`src/rtl/bubble_sort_engine_if.sv`:
```
// Stream bundle for the bubble sort engine: valid/ready load port, valid/ready sorted
// output port and the busy status flag.
interface bubble_sort_engine_if;
    logic [7:0] in_data;
    logic       in_valid;
    logic       in_ready;
    logic [7:0] out_data;
    logic       out_valid;
    logic       out_ready;
    logic       out_last;
    logic       busy;

    modport master (
        output in_data, in_valid, out_ready,
        input  in_ready, out_data, out_valid, out_last, busy
    );

    modport slave (
        input  in_data, in_valid, out_ready,
        output in_ready, out_data, out_valid, out_last, busy
    );
endinterface

```
`src/rtl/bubble_sort_engine.sv`:
```
// Buffers N unsigned bytes, bubble-sorts them in place with one compare/swap per clock,
// then streams them out in ascending order.
module comparator_8 (
    input  logic [7:0] a,
    input  logic [7:0] b,
    output logic       less,
    output logic       equal,
    output logic       greater
);
    always_comb begin
        less    = (a < b);
        equal   = (a == b);
        greater = (a > b);
    end
endmodule

module bubble_sort_engine #(
    parameter int unsigned N = 8
) (
    input logic                  clk,
    input logic                  rst,
    bubble_sort_engine_if.slave  bus
);
    localparam int unsigned IdxW = $clog2(N);
    localparam logic [IdxW-1:0] LastIdx = IdxW'(N - 1);
    localparam logic [IdxW-1:0] PassMax = IdxW'(N - 2);
    localparam logic [IdxW-1:0] One     = IdxW'(1);

    typedef enum logic [1:0] {StLoad, StSort, StDrain} state_e;

    state_e          state_q, state_d;
    logic [IdxW-1:0] wr_idx_q, wr_idx_d;
    logic [IdxW-1:0] rd_idx_q, rd_idx_d;
    logic [IdxW-1:0] pass_q, pass_d;
    logic [IdxW-1:0] pos_q, pos_d;
    logic            swapped_q, swapped_d;
    logic [7:0]      mem_q [N];

    logic [IdxW-1:0] pos_nxt;
    logic [IdxW-1:0] last_pos;
    logic [7:0]      cmp_a, cmp_b;
    logic            cmp_less, cmp_equal, cmp_greater;
    logic            any_swap;
    logic            mem_we;
    logic            swap_en;

    assign pos_nxt  = pos_q + One;
    assign last_pos = PassMax - pass_q;
    assign cmp_a    = mem_q[pos_q];
    assign cmp_b    = mem_q[pos_nxt];
    assign any_swap = swapped_q | cmp_greater;

    comparator_8 u_cmp (
        .a       (cmp_a),
        .b       (cmp_b),
        .less    (cmp_less),
        .equal   (cmp_equal),
        .greater (cmp_greater)
    );

    always_comb begin
        state_d   = state_q;
        wr_idx_d  = wr_idx_q;
        rd_idx_d  = rd_idx_q;
        pass_d    = pass_q;
        pos_d     = pos_q;
        swapped_d = swapped_q;
        mem_we    = 1'b0;
        swap_en   = 1'b0;
        unique case (state_q)
            StLoad: begin
                if (bus.in_valid) begin
                    mem_we = 1'b1;
                    if (wr_idx_q == LastIdx) begin
                        wr_idx_d = '0;
                        state_d  = StSort;
                    end else begin
                        wr_idx_d = wr_idx_q + One;
                    end
                end
            end
            StSort: begin
                // Only a strict greater-than swaps, so equal keys keep their order.
                swap_en   = cmp_greater;
                swapped_d = any_swap;
                if (pos_q == last_pos) begin
                    pos_d     = '0;
                    swapped_d = 1'b0;
                    if (!any_swap || pass_q == PassMax) begin
                        pass_d  = '0;
                        state_d = StDrain;
                    end else begin
                        pass_d = pass_q + One;
                    end
                end else begin
                    pos_d = pos_nxt;
                end
            end
            StDrain: begin
                if (bus.out_ready) begin
                    if (rd_idx_q == LastIdx) begin
                        rd_idx_d = '0;
                        state_d  = StLoad;
                    end else begin
                        rd_idx_d = rd_idx_q + One;
                    end
                end
            end
            default: state_d = StLoad;
        endcase
    end

    always_ff @(posedge clk) begin
        if (rst) begin
            state_q   <= StLoad;
            wr_idx_q  <= '0;
            rd_idx_q  <= '0;
            pass_q    <= '0;
            pos_q     <= '0;
            swapped_q <= 1'b0;
        end else begin
            state_q   <= state_d;
            wr_idx_q  <= wr_idx_d;
            rd_idx_q  <= rd_idx_d;
            pass_q    <= pass_d;
            pos_q     <= pos_d;
            swapped_q <= swapped_d;
        end
    end

    // Buffer contents are don't-care after reset, so the array has no reset branch.
    always_ff @(posedge clk) begin
        if (!rst) begin
            if (mem_we) begin
                mem_q[wr_idx_q] <= bus.in_data;
            end
            if (swap_en) begin
                mem_q[pos_q]   <= cmp_b;
                mem_q[pos_nxt] <= cmp_a;
            end
        end
    end

    always_comb begin
        bus.in_ready  = !rst && (state_q == StLoad);
        bus.out_valid = !rst && (state_q == StDrain);
        bus.busy      = !rst && (state_q != StLoad);
        bus.out_last  = bus.out_valid && (rd_idx_q == LastIdx);
        bus.out_data  = bus.out_valid ? mem_q[rd_idx_q] : 8'd0;
    end
endmodule

```
`src/flat_wrapper.sv`:
```
// flat-port wrapper written by rule: the top's interface ports become plain ports
module bubble_sort_engine_flat 
#(
    parameter int unsigned N = 8
)
  (clk, rst, bus_in_data, bus_in_valid, bus_out_ready, bus_in_ready, bus_out_data, bus_out_valid, bus_out_last, bus_busy);
  bubble_sort_engine_if bus_i ();
  input logic clk;
  input logic rst;
  input wire logic [$bits(bus_i.in_data)-1:0] bus_in_data;
  input wire logic [$bits(bus_i.in_valid)-1:0] bus_in_valid;
  input wire logic [$bits(bus_i.out_ready)-1:0] bus_out_ready;
  output wire logic [$bits(bus_i.in_ready)-1:0] bus_in_ready;
  output wire logic [$bits(bus_i.out_data)-1:0] bus_out_data;
  output wire logic [$bits(bus_i.out_valid)-1:0] bus_out_valid;
  output wire logic [$bits(bus_i.out_last)-1:0] bus_out_last;
  output wire logic [$bits(bus_i.busy)-1:0] bus_busy;
  assign bus_i.in_data = bus_in_data;
  assign bus_i.in_valid = bus_in_valid;
  assign bus_i.out_ready = bus_out_ready;
  assign bus_in_ready = bus_i.in_ready;
  assign bus_out_data = bus_i.out_data;
  assign bus_out_valid = bus_i.out_valid;
  assign bus_out_last = bus_i.out_last;
  assign bus_busy = bus_i.busy;
  bubble_sort_engine #(.N(N)) u_core (.clk(clk), .rst(rst), .bus(bus_i));
endmodule
```
`config.mk`:
```
export PLATFORM = sky130hd
export DESIGN_NAME = bubble_sort_engine_flat
export DESIGN_NICKNAME = d
export VERILOG_FILES = /design/src/rtl/bubble_sort_engine_if.sv /design/src/rtl/bubble_sort_engine.sv /design/src/flat_wrapper.sv
export SDC_FILE = /design/constraint.sdc
export NUM_CORES = 1
export LEC_CHECK = 0
export ABC_CLOCK_PERIOD_IN_PS = 5860
export CAP_MARGIN = 15
export CORE_UTILIZATION = 50
export DETAILED_ROUTE_END_ITERATION = 7
export PLACE_DENSITY = 0.68
export SLEW_MARGIN = 10
export SYNTH_ARGS = -nofsm -noshare
export SYNTH_HDL_FRONTEND = slang
export SYNTH_SLANG_ARGS = --single-unit
export TNS_END_PERCENT = 30
```
`constraint.sdc`:
```
create_clock -name clk -period 5.86 [get_ports clk]
set_input_delay 1.465 -clock clk [delete_from_list [all_inputs] [get_ports clk]]
set_output_delay 1.465 -clock clk [all_outputs]
set_load 0.01 [all_outputs]
```
==> impl_metrics.json <==
{
  "status": "complete, no violations",
  "finalHoldViolCount": 0,
  "setup_slack_ps": 762,
  "hpwl_mm": 10.2,
  "gp_congestion": 0.879,
  "synthArstFlopShare": 0,
  "grt_pass1_wl_mm": 22.4,
  "ctsRootBufferMaster": "clkbuf_8",
  "reg2reg_to": "u_core.mem_q[1][7]$_DFFE_PP_",
  "clockBufferDepth": 2,
  "whs_ps": 528,
  "place_ws_ps": 813,
  "die_area_sq_mm": 0.0116,
  "hp-start": "u_core.rd_idx_q[1]$_SDFFE_PP0P_",
  "seqPwrFrac": 0.585,
  "relSlewSlack": 0.245,
  "cts_buffers": 9,
  "holdPathStages": 2,
  "routedWlPerCell_um": 24.7,
  "finClkSkew_ps": 7.56,
  "drv_cap": 0,
  "cts.reportedPaths.clkPinSlew_ps": 80,
  "required_ps": 5940,
  "ctsHoldBuffers": 0,
  "most-common-layout-cells": "mux2i_1, edfxtp_1, mux4_2",
  "synth_cells": 416,
  "synth_edf_count": 64,
  "portBuffers": 23,
  "ys_types": 47,
  "grt_pass1_vias": 3750,
  "r2r_slack_ps": 760,
  "cts.sinks": 85,
  "dr_total_vias": 3839,
  "cellPowerDensity_mw_per_mm2": 180,
  "min_period_ps": 5100,
  "rsz0062_at_grt": "no",
  "period_share": 0.870,
  "grt_overflow": 0,
  "nNetsFinal": 478,
  "p_int_uw": 857,
  "power_frac_comb": 0.072,
  "seq_area_frac_synth": 0.420,
  "antenna_cells": 0,
  "wl_met2_mm": 7.33,
  "critPathKind": "reg2reg",
  "end_kind": "register",
  "cp_max_fo": 16,
  "postRouteAntennaNets": 0,
  "start_util": 0.515,
  "htree_num_levels": 3,
  "synth-seq-cells": 85,
  "crit_path_start_kind": "register",
  "synth_flop_cell": "edfxtp_1",
  "timing.setup.tns_ps": 0,
  "grt_usage": 0.271,
  "syn2layout_area_growth_pct": 11.7,
  "fp.dieH_um": 108,
  "antenna_found_initial": 0,
  "nFillCells": 880,
  "cts_resized": 0,
  "finalWirelength_mm": 14.7,
  "fmax_mhz": 196,
  "tightest_slew_ps": 1120,
  "drt_iter0_drc": 271,
  "ioPinCount": 24,
  "cp.arrival_ps": 5170,
  "instances_no_fill": 595,
  "r2r.worst_path.cells": 11,
  "fp.coreArea_sq_mm": 0.0108,
  "worstSkewPairLatency_ps": 370,
  "drive_above_1_share": 0.242,
  "swShare": 0.238,
  "syn_nets": 444,
  "rows": 38,
  "yosys_warnings": 0,
  "grt_max_degree": 23,
  "first_pass_iters": 5,
  "wl_met1_mm": 5.99,
  "power.share.clock": 0.343,
  "wl_met3_mm": 1.07,
  "dpl.cell_count": 579,
  "die_w_um": 108,
  "ir_drop_v": 0.0000883,
  "syn_area_sq_mm": 0.00558,
  "leakage_uw": 0.00225,
  "final_common_cell": "mux2i_1",
  "drc": 0,
  "worstSetupStartpoint": "u_core.pos_q[1]$_SDFFE_PP0N_",
  "drv_slew": 0,
  "synth_area_per_cell_sq_um": 13.4,
  "switching_power_uw": 267,
  "via_per_inst": 6.45,
  "cts_tree": "built",
  "top_layer_used": "met4",
  "setup_viol": 0,
  "hold_path_class": "reg2reg",
  "reg2reg_from": "u_core.pos_q[1]$_SDFFE_PP0N_",
  "cts_setup_buffers": 0
}
worst max-delay path, stage by stage, from the launching register on:
cell and delay, ps:
dfxtp_1 380, ha_1 880, mux4_2 600, mux2i_1 200, ha_1 280, nand4_1 200, nor2_1 130, a2111oi_4 350
nand2_2 300, a2bb2oi_1 250, o21ai_0 900, buf_4 320
power by group through the flow:
stage	Sequential [uW]	Combinational (uW)	Clock [uW]
after floorplan	669	50.5	0
after global placement	671	77.7	0
after CTS	658	80.7	392
after detailed placement	671	80.2	0
after global routing	659	87.9	416
final	658	80.7	385
worst max path at each step:
stage | endpoint | slack (ps) | cells past startpoint
after floorplan | u_core.mem_q[0][0]$_DFFE_PP_ | 1430 | 14
after global placement | u_core.mem_q[1][4]$_DFFE_PP_ | 860 | 11
after detailed placement | u_core.mem_q[1][4]$_DFFE_PP_ | 810 | 11
after CTS | u_core.mem_q[1][7]$_DFFE_PP_ | 800 | 11
after global routing | u_core.mem_q[1][7]$_DFFE_PP_ | 430 | 11
final | u_core.mem_q[1][7]$_DFFE_PP_ | 760 | 11
metal layers:
layer,vias up,global-route usage
met2,162,0.441
li1,1700,-
met5,-,0
met3,25,0.0478
met1,1952,0.363
met4,0,0.101
through the flow:
step	utilization	total power [uW]	area (sq um)
6_report	0.575	1120	6230
5_1_grt	0.575	1160	6230
4_1_cts	0.575	1130	6230
3_5_place_dp	0.559	752	6060
3_3_place_gp	0.559	749	6060
2_1_floorplan	-	720	5580
area by class of cell:
type | count | area, sq um | area share
inverters | 18 | 67.6 | 0.0108
repair buffers | 53 | 455 | 0.0731
multi-input cells | 283 | 3020 | 0.485
clock buffers | 13 | 149 | 0.0239
clock inverters | 3 | 20.0 | 0.00321
well taps | 140 | 175 | 0.0281
flip-flops and latches | 85 | 2340 | 0.376
synth_stat cells, types with 4 or more instances:
cell	n	area (sq um)
buf_2	9	45.0
nor2_1	22	82.6
dfxtp_1	21	420
nand2_1	13	48.8
mux2_2	7	78.8
nor3_1	8	40.0
clkbuf_1	9	33.8
inv_1	18	67.6
nor2b_1	6	37.5
nand3_1	6	30.0
mux4_2	48	1080
o21bai_1	4	30.0
o21ai_0	6	30.0
a21oi_1	16	80.1
mux2i_1	91	911
ha_1	16	200
buf_4	6	45.0
edfxtp_1	64	1920
cells by family (layout without fill, tap and decap cells):
| family | Yosys count | in the layout | synth area share |
|---|---|---|---|
| muxes | 147 | 147 | 0.374 |
| DFF | 85 | 85 | 0.420 |
| and+or+nand+nor | 74 | 74 | 0.0693 |
| buffers and inverters | 48 | 87 | 0.0424 |
| AOI/OAI and AO/OA | 40 | 40 | 0.0496 |
| adders and majority gates | 16 | 16 | 0.0359 |
| xor gates and xnor gates | 6 | 6 | 0.00942 |
flip-flops by register name (all words and copies together) (netlist names), named ones only:
signal,count
u_core.pass_q,3
u_core.wr_idx_q,3
u_core.pos_q,3
u_core.state_q,2
u_core.swapped_q,1
u_core.rd_idx_q,3
u_core.mem_q,64
Note: power is estimated with default switching activity, not from simulation.
